[src/rtl/uart_tx_fifo.sv]
`timescale 1ns/1ps
`default_nettype none
// +----------------------------------------------------------------------------+
// | Module   : uart_tx_fifo                                                    |
// | Purpose  : Byte FIFO that feeds a UART transmitter through a drain FSM.    |
// |            Define UART_TXFIFO_OVF_EN to enable the sticky overflow flag.   |
// | Revision : 1.0  initial release                                            |
// +----------------------------------------------------------------------------+
module uart_tx_fifo #(
  parameter int DEPTH = 16,
  parameter int AW    = 4
) (
  input  logic          clk,
  input  logic          reset,
  input  logic          push,
  input  logic [7:0]    push_data,
  output logic          full,
  output logic          empty,
  output logic [AW:0]   count,
  input  logic          tx_busy,
  output logic          tx_wr,
  output logic [7:0]    tx_data,
  output logic          overflow,
  input  logic          ovf_clr
);

  typedef enum logic [1:0] {
    S_IDLE    = 2'd0,
    S_ISSUE   = 2'd1,
    S_WAIT_HI = 2'd2,
    S_WAIT_LO = 2'd3
  } state_t;

  localparam logic [AW:0] c_depth   = (AW+1)'(DEPTH);
  localparam logic [1:0]  c_hi_last = 2'd2;

  state_t        r_state;
  state_t        w_state_nxt;
  logic [7:0]    r_mem [DEPTH];
  logic [AW-1:0] r_wr_ptr;
  logic [AW-1:0] r_rd_ptr;
  logic [AW:0]   r_count;
  logic [1:0]    r_hi_cnt;
  logic [7:0]    r_tx_data;
  logic          w_full;
  logic          w_empty;
  logic          w_push_ok;
  logic          w_pop;

  assign w_full    = (r_count == c_depth);
  assign w_empty   = (r_count == '0);
  assign w_push_ok = push & ~w_full;

  assign full    = w_full;
  assign empty   = w_empty;
  assign count   = r_count;
  assign tx_data = r_tx_data;

  always_comb begin
    w_state_nxt = r_state;
    w_pop       = 1'b0;
    tx_wr       = 1'b0;
    case (r_state)
      S_IDLE: begin
        if (!w_empty && !tx_busy) begin
          w_pop       = 1'b1;
          w_state_nxt = S_ISSUE;
        end
      end
      S_ISSUE: begin
        tx_wr       = 1'b1;
        w_state_nxt = S_WAIT_HI;
      end
      S_WAIT_HI: begin
        // Give the transmitter three cycles to acknowledge before moving on.
        if (tx_busy)
          w_state_nxt = S_WAIT_LO;
        else if (r_hi_cnt == c_hi_last)
          w_state_nxt = S_IDLE;
      end
      S_WAIT_LO: begin
        if (!tx_busy)
          w_state_nxt = S_IDLE;
      end
      default: w_state_nxt = S_IDLE;
    endcase
  end

  always_ff @(posedge clk or negedge reset) begin
    if (!reset) begin
      r_state   <= S_IDLE;
      r_hi_cnt  <= 2'd0;
      r_wr_ptr  <= '0;
      r_rd_ptr  <= '0;
      r_count   <= '0;
      r_tx_data <= 8'h00;
    end else begin
      r_state  <= w_state_nxt;
      r_hi_cnt <= (r_state == S_WAIT_HI) ? r_hi_cnt + 2'd1 : 2'd0;
      if (w_push_ok)
        r_wr_ptr <= r_wr_ptr + AW'(1);
      if (w_pop) begin
        r_rd_ptr  <= r_rd_ptr + AW'(1);
        r_tx_data <= r_mem[r_rd_ptr];
      end
      case ({w_push_ok, w_pop})
        2'b10:   r_count <= r_count + (AW+1)'(1);
        2'b01:   r_count <= r_count - (AW+1)'(1);
        default: r_count <= r_count;
      endcase
    end
  end

  // Storage holds no control state, so it is left out of the reset domain.
  always_ff @(posedge clk) begin
    if (w_push_ok)
      r_mem[r_wr_ptr] <= push_data;
  end

`ifdef UART_TXFIFO_OVF_EN
  logic r_overflow;

  always_ff @(posedge clk or negedge reset) begin
    if (!reset)
      r_overflow <= 1'b0;
    else if (push && w_full)
      r_overflow <= 1'b1;
    else if (ovf_clr)
      r_overflow <= 1'b0;
  end

  assign overflow = r_overflow;
`else
  logic w_unused_ovf_clr;

  assign w_unused_ovf_clr = ovf_clr;
  assign overflow         = 1'b0;
`endif

endmodule
`default_nettype wire
[config.mk]
export PLATFORM = sky130hd
export DESIGN_NAME = uart_tx_fifo
export DESIGN_NICKNAME = d
export VERILOG_FILES = /design/src/rtl/uart_tx_fifo.sv
export SDC_FILE = /design/constraint.sdc
export NUM_CORES = 1
export LEC_CHECK = 0
export BUFFER_PORTS_ARGS = -buffer_cell sky130_fd_sc_hd__buf_2
export CORE_ASPECT_RATIO = 1.2
export CORE_MARGIN = 4
export CORE_UTILIZATION = 50
export CTS_CLUSTER_DIAMETER = 30
export DETAILED_ROUTE_END_ITERATION = 7
export GPL_TIMING_DRIVEN = 0
export PLACE_DENSITY_LB_ADDON = 0.08
export SLEW_MARGIN = 25
export SYNTH_ARGS = -nofsm -noshare
export SYNTH_HDL_FRONTEND = slang
export SYNTH_SLANG_ARGS = --single-unit
[constraint.sdc]
create_clock -name clk -period 2.6 [get_ports clk]
set_input_delay 0.39 -clock clk [delete_from_list [all_inputs] [get_ports clk]]
set_output_delay 0.39 -clock clk [all_outputs]
set_load 0.03 [all_outputs]
==> results of run 1 <==
[cells in the final DEF (no fill, tap or decap), drive strengths merged, types with 2 or more instances in the layout]
cell type and count:
clkinv 2, mux2 10, a21oi 10, buf 43, o21ai 4, mux4 32
xor2 2, a21o 3, clkinvlp 3, nand2 9, dfrtp 25, nand4 2
nor2 18, xnor2 8, inv 6, bufinv 4, nor3 5, ha 10
o22ai 16, nor2b 2, nand2b 5, a21boi 2, clkbuf 27, edfxtp 128
[metrics by stage]
step / cells / hold WS (ns) / worst slack (ns) / util
final: 546 / 0.2437 / 0.1321 / 0.6037
after global routing: 546 / 0.2380 / 0.003398 / 0.6037
after CTS: 545 / 0.2262 / 0.02578 / 0.6008
after detailed placement: 510 / 0.4201 / -0.4204 / 0.5422
after global placement: 508 / 0.4178 / -0.3832 / 0.5393
after floorplan: 320 / 0.09441 / 0.01917 / -
[worst min-delay path by stage]
stage / depth (start not counted) / end
after floorplan: 0 / count[0]
after global placement: 1 / r_hi_cnt[0]
after detailed placement: 1 / r_hi_cnt[0]
after CTS: 2 / r_state[0]
after global routing: 2 / r_state[0]
final: 2 / r_state[0]
[flip-flops by register name (all words and copies together), names as in the netlist]
signal,cells
count,5
r_wr_ptr,4
tx_data,8
r_mem,128
r_rd_ptr,4
r_state,2
r_hi_cnt,2
[cell families after synthesis]
logic type	after synthesis	share of synthesized area
other	1	0.0006090
buffers and inverters	22	0.01991
flip-flops	153	0.7259
adder cells (fa/ha/maj)	11	0.02357
multiplexers	43	0.1449
XOR/XNOR	10	0.01423
AO/OA/AOI/OAI	36	0.03719
AND/OR/NAND/NOR	44	0.03373
[repair_timing]
item | 4_1_cts | 5_1_grt
gates resized for setup | 8 | 4
hold endpoints to repair | 20 | 0
setup buffers | 2 | 1
setup endpoints to repair | 3 | 2
pin swaps | 1 | 1
hold buffers | 1 | 0
[routing by layer]
layer / up-vias / wire length, microns / track usage
li1: 1385 / - / -
met1: 1627 / 5284 / 0.2477
met2: 59 / 6447 / 0.3134
met3: 10 / 408 / 0.04385
met4: 0 / 222 / 0.06897
met5: - / 0 / 0
[power breakdown]
group	switching, uW	leakage (uW)	internal [uW]
sequential	236	0.00145	3070
clock	945	0.000309	1710
combinational	1490	0.000801	1140
[layout make-up]
class	count	area (sq um)	area share
Sequential cell	153	4472	0.6144
Multi-Input combinational cell	145	1648	0.2264
Clock buffer	22	484.2	0.06653
Tap cell	161	201.4	0.02768
Timing Repair Buffer	33	182.7	0.02510
Clock inverter	10	165.2	0.02269
Buffer	17	106.4	0.01461
Inverter	5	18.77	0.002579
==> metrics, run 1 <==
status=finished clean; Final Cell Area=7278 sq um; Avg WL per Cell=22.64 microns; Detail Route Antenna Nets=0; Slew Limit Fails=0; Leak Pwr=0.002557 uW; H-tree levels=4; Starting DRT DRC Count=183; Worst path max stage delay=0.44 ns; grt ovf=0; cell count along the critical path=9; 1st-pass router iterations=4; CP max FO=10; first-pass GRT wire length=18.71 mm; fillers=888; final setup violation count=0; Seq/Total Area, Yosys=0.7259; Die Area=14160 sq um; CTS tree=done; dpl hpwl=7.845 mm; Max-Cap Viols=0; YS warnings=0; reg2reg path depth=9; Final Power=8585 uW; syn avg cell area=19.24 sq um; worst r2r src=r_state[1]; Slowest-stage cell, CP=dfrtp_1; Fin Setup TNS=0 ns; PwrDens=1180 nW/um^2; Vert. Die Dim=129.6 microns; Post-synth EDFFs=128; Max clock buf depth=2; dominant cell type by area after synthesis=edfxtp_1; CP Capture Type=flip-flop; # DRC=0; maximum vdd drop=0.4647 mV; Worst setup SP type=flip-flop; Cell Area, Synth=6157 sq um; Worst Min Path Start=tx_busy; via count=3081; CTS Buf Count=17; Total GRT Usage=0.1896; I/O pin cnt=30; Hold Crit Class=in -> reg; Setup crit end=count[4]; number of global-route vias before repair=3105; Core Footprint=12060 sq um; Worst path top cell family by delay=compound AO/OA/AOI/OAI gates; Routed WL=12.36 mm; clk slew on worst S/H paths=0.06 ns; most numerous cell in the Yosys netlist=edfxtp_1; worst reg-to-reg setup slack=0.13 ns; # diodes=0; Worst Path Required=2.93 ns; synth top area cells=edfxtp_1 (62%), dfrtp_1 (10%), mux4_2 (6.9%); clock root buffer=clkbuf_16; row count=44; Max-slew headroom=0.3382; Sink Count=153; Tmin final=2.468 ns; critical path class=reg -> reg; effective utilization at floorplan=0.5107; RSZ-0062 raised after global routing=false; crit path launch=r_state[1]; Die W=109.3 microns; initial antenna violation count=0; GPL Wtd Cong=0.7909; final hold violations=0; clk_lat worst skew=0.41 ns; syn_nets=344; Placed Area=6538 sq um; period utilization=0.9492; largest net degree at the start of global routing=26; post-synth top area share=0.6243; worst path bufs/invs=1; # nets final=396; Via density=5.643; Fin Clk Skew=0.01154 ns; fmax=405.2 MHz; input/output buffers=27; Post-synth top cells=edfxtp_1 (128), dfrtp_1 (25), mux4_2 (19); Least-Margin Pin Slew=0.9890 ns; RR Endpoint=count[4]; Synth Instances=320; register bit total from synthesis=153; CP arrival=2.80 ns; ratio of cells with drive above 1 in the final layout=0.2987; critical path cell sequence=nor3_4, a21boi_4, buf_4, ha_4, ha_1, a21o_1, a21oi_2, mux2i_1, xnor2_1; Main synth FF type=edfxtp_1; asr flop ratio synth=0.1634; Distinct cells, synth=35; synth-to-layout area growth=18.21%
Note: power is estimated with default switching activity, not from simulation.
==> run 2, diff against run 1 <==
--- a/config.mk
+++ b/config.mk
@@ -6,9 +6,11 @@
 export NUM_CORES = 1
 export LEC_CHECK = 0
 export BUFFER_PORTS_ARGS = -buffer_cell sky130_fd_sc_hd__buf_2
+export CELL_PAD_IN_SITES_DETAIL_PLACEMENT = 0
+export CELL_PAD_IN_SITES_GLOBAL_PLACEMENT = 2
 export CORE_ASPECT_RATIO = 1.2
 export CORE_MARGIN = 4
-export CORE_UTILIZATION = 50
+export CORE_UTILIZATION = 42
 export CTS_CLUSTER_DIAMETER = 30
 export DETAILED_ROUTE_END_ITERATION = 7
 export GPL_TIMING_DRIVEN = 0
==> run 2 against run 1 <==
- utilization fell by 9.5 points
- global-route usage fell by 3.1 points
- via count fell by 2.2%
- non-clock buffer count rose by 4
- setup slack improved by 0.050 ns
- sequential power barely moved
- clock-buffer cell count rose by 1
- die area rose by 18%
- critical path type unchanged
- largest cell class unchanged
- highest routed layer unchanged
==> metrics, run 2 (same netlist as run 1, synthesis figures left out) <==
RSZ-0062 raised after global routing=false (unchanged); Die W=118.5 microns (was 109.3 microns); number of global-route vias before repair=3141 (was 3105); clk slew on worst S/H paths=0.06 ns (about the same); Detail Route Antenna Nets=0 (unchanged); # diodes=0 (unchanged); # nets final=400 (was 396); clock share of power=0.301 (was 0.310); ratio of cells with drive above 1 in the final layout=0.3008 (was 0.2987); period utilization=0.9298 (was 0.9492); # DRC=0 (unchanged); Slowest-stage cell, CP=dfrtp_2 (was dfrtp_1); final setup violation count=0 (unchanged); Biggest register=r_mem (unchanged); status=finished clean (unchanged); fmax=413.7 MHz (was 405.2 MHz); Avg WL per Cell=21.89 microns (was 22.64 microns); maximum vdd drop=0.5423 mV (was 0.4647 mV); CTS Buf Count=17 (unchanged); clock root buffer=clkbuf_16 (unchanged); Worst path max stage delay=0.44 ns (about the same); sw power=2619 uW (was 2667 uW); Tmin final=2.417 ns (was 2.468 ns); largest net degree at the start of global routing=26 (unchanged); combinational group share of total power=0.310 (was 0.306); Starting DRT DRC Count=165 (was 183); Via density=5.342 (was 5.643); Hold Crit Class=in -> reg (unchanged); initial antenna violation count=0 (unchanged); Fin Clk Skew=0.007572 ns (was 0.01154 ns); Leak Pwr=0.002570 uW (was 0.002557 uW); Max-slew headroom=0.3784 (was 0.3382); Int Pwr=5838 uW (was 5918 uW); effective utilization at floorplan=0.4290 (was 0.5107); most frequent cells in the layout=edfxtp_1 (128), buf_2 (29), dfrtp_1 (23) (unchanged); CP max FO=9 (was 10); Max-Cap Viols=0 (unchanged); GPL Wtd Cong=0.7040 (was 0.7909); Worst Path Required=2.93 ns (about the same); Final Power=8457 uW (was 8585 uW); fillers=1195 (was 888); dpl hpwl=8.123 mm (was 7.845 mm); Sink Count=153 (unchanged); Routed WL=12.35 mm (was 12.36 mm); Slew Limit Fails=0 (unchanged); grt ovf=0 (unchanged); critical path class=reg -> reg (unchanged); row count=48 (was 44); I/O pin cnt=30 (unchanged); final hold violations=0 (unchanged); Worst setup SP type=flip-flop (unchanged); Sw Ratio=0.3097 (was 0.3107); CP Capture Type=flip-flop (unchanged); Total GRT Usage=0.1587 (was 0.1896); via count=3013 (was 3081); Least-Margin Pin Slew=0.9290 ns (was 0.9890 ns); 1st-pass router iterations=4 (unchanged); Die Area=16670 sq um (was 14160 sq um); PwrDens=1158 nW/um^2 (was 1180 nW/um^2); H-tree levels=4 (unchanged); clk_lat worst skew=0.41 ns (about the same); CTS tree=done (unchanged); input/output buffers=27 (unchanged); Vert. Die Dim=140.6 microns (was 129.6 microns); critical path cell sequence=nor4_4, a21boi_4, inv_1, ha_4, ha_1, a21o_1, a21oi_2, mux2i_1, xnor2_1 (was nor3_4, a21boi_4, buf_4, ha_4, ha_1, a21o_1, a21oi_2, mux2i_1, xnor2_1); synth-to-layout area growth=18.59% (was 18.21%); fin util=0.5087 (was 0.6037); max reg flops=128 (unchanged); CP arrival=2.75 ns (was 2.80 ns); Max clock buf depth=2 (unchanged); final hold slack=0.2468 ns (was 0.2437 ns); Flop pwr share=0.389 (was 0.385); Core Footprint=14350 sq um (was 12060 sq um); first-pass GRT wire length=18.98 mm (was 18.71 mm); most common cell after layout, fill and taps aside=edfxtp_1 (unchanged)
run 2: what timing repair did:
| action | in CTS | in global routing |
|---|---|---|
| resized for setup | 9 | 2 |
| pin swaps | 1 | 1 |
| setup endpoints to repair | 28 | 1 |
| hold buffers | 1 | 0 |
| setup buffers | 2 | 4 |
| endpoints found under the hold margin | 16 | 0 |
run 2: power by group through the flow:
stage / Sequential, uW / Combinational [uW] / Clock (uW)
after floorplan: 3470 / 1650 / 0
after global placement: 3330 / 2530 / 0
after detailed placement: 3340 / 2580 / 0
after CTS: 3300 / 2660 / 2600
after global routing: 3320 / 2850 / 2720
final: 3290 / 2620 / 2550
run 2: routing by layer:
layer,global-route usage,wire (microns),vias up
li1,-,-,1394
met1,0.1963,5199,1552
met2,0.2757,6589,54
met3,0.03892,418,13
met4,0.05125,140,0
met5,0,0,-
run 2: path summary, 6_finish.rpt:
check	from	end	slack, ns	cells after the start
worst max-delay path	count[1]	count[4]	0.18	9
worst min-delay path	tx_busy	r_state[0]	0.25	2
worst max register to register	count[1]	count[4]	0.18	9
worst min register to register	r_hi_cnt[0]	r_hi_cnt[0]	0.42	1
max in group asynchronous	reset	count[1]	1.65	2
min in group asynchronous	reset	count[2]	0.53	2
run 2: critical path, delay by kind of cell, from the launching register on:
family / cells / cell delay [ns]
muxes: 1 / 0.23
adders and majority gates: 2 / 0.45
AOI/OAI and AO/OA: 3 / 0.53
xor gates and xnor gates: 1 / 0.13
and+or+nand+nor: 1 / 0.44
buffers and inverters: 1 / 0.13
DFF: 1 / 0.44
run 2: cell type report:
type | count | area, sq um | area share
repair buffers | 38 | 220.2 | 0.03016
flip-flops and latches | 153 | 4472 | 0.6124
inverters | 5 | 18.77 | 0.002570
clock buffers | 23 | 488.0 | 0.06683
clock inverters | 9 | 140.1 | 0.01919
well taps | 175 | 219.0 | 0.02999
plain buffers | 16 | 98.84 | 0.01354
multi-input cells | 145 | 1645 | 0.2253
run 2: stage by stage:
stage	cells	setup slack (ns)	cell area (sq um)	TNS, ns
after floorplan	320	0.01917	6166	0
after global placement	522	-0.4380	6520	-13.01
after detailed placement	526	-0.4445	6570	-1.107
after CTS	561	0.02463	7262	0
after global routing	564	0.03944	7302	0
final	564	0.1825	7302	0
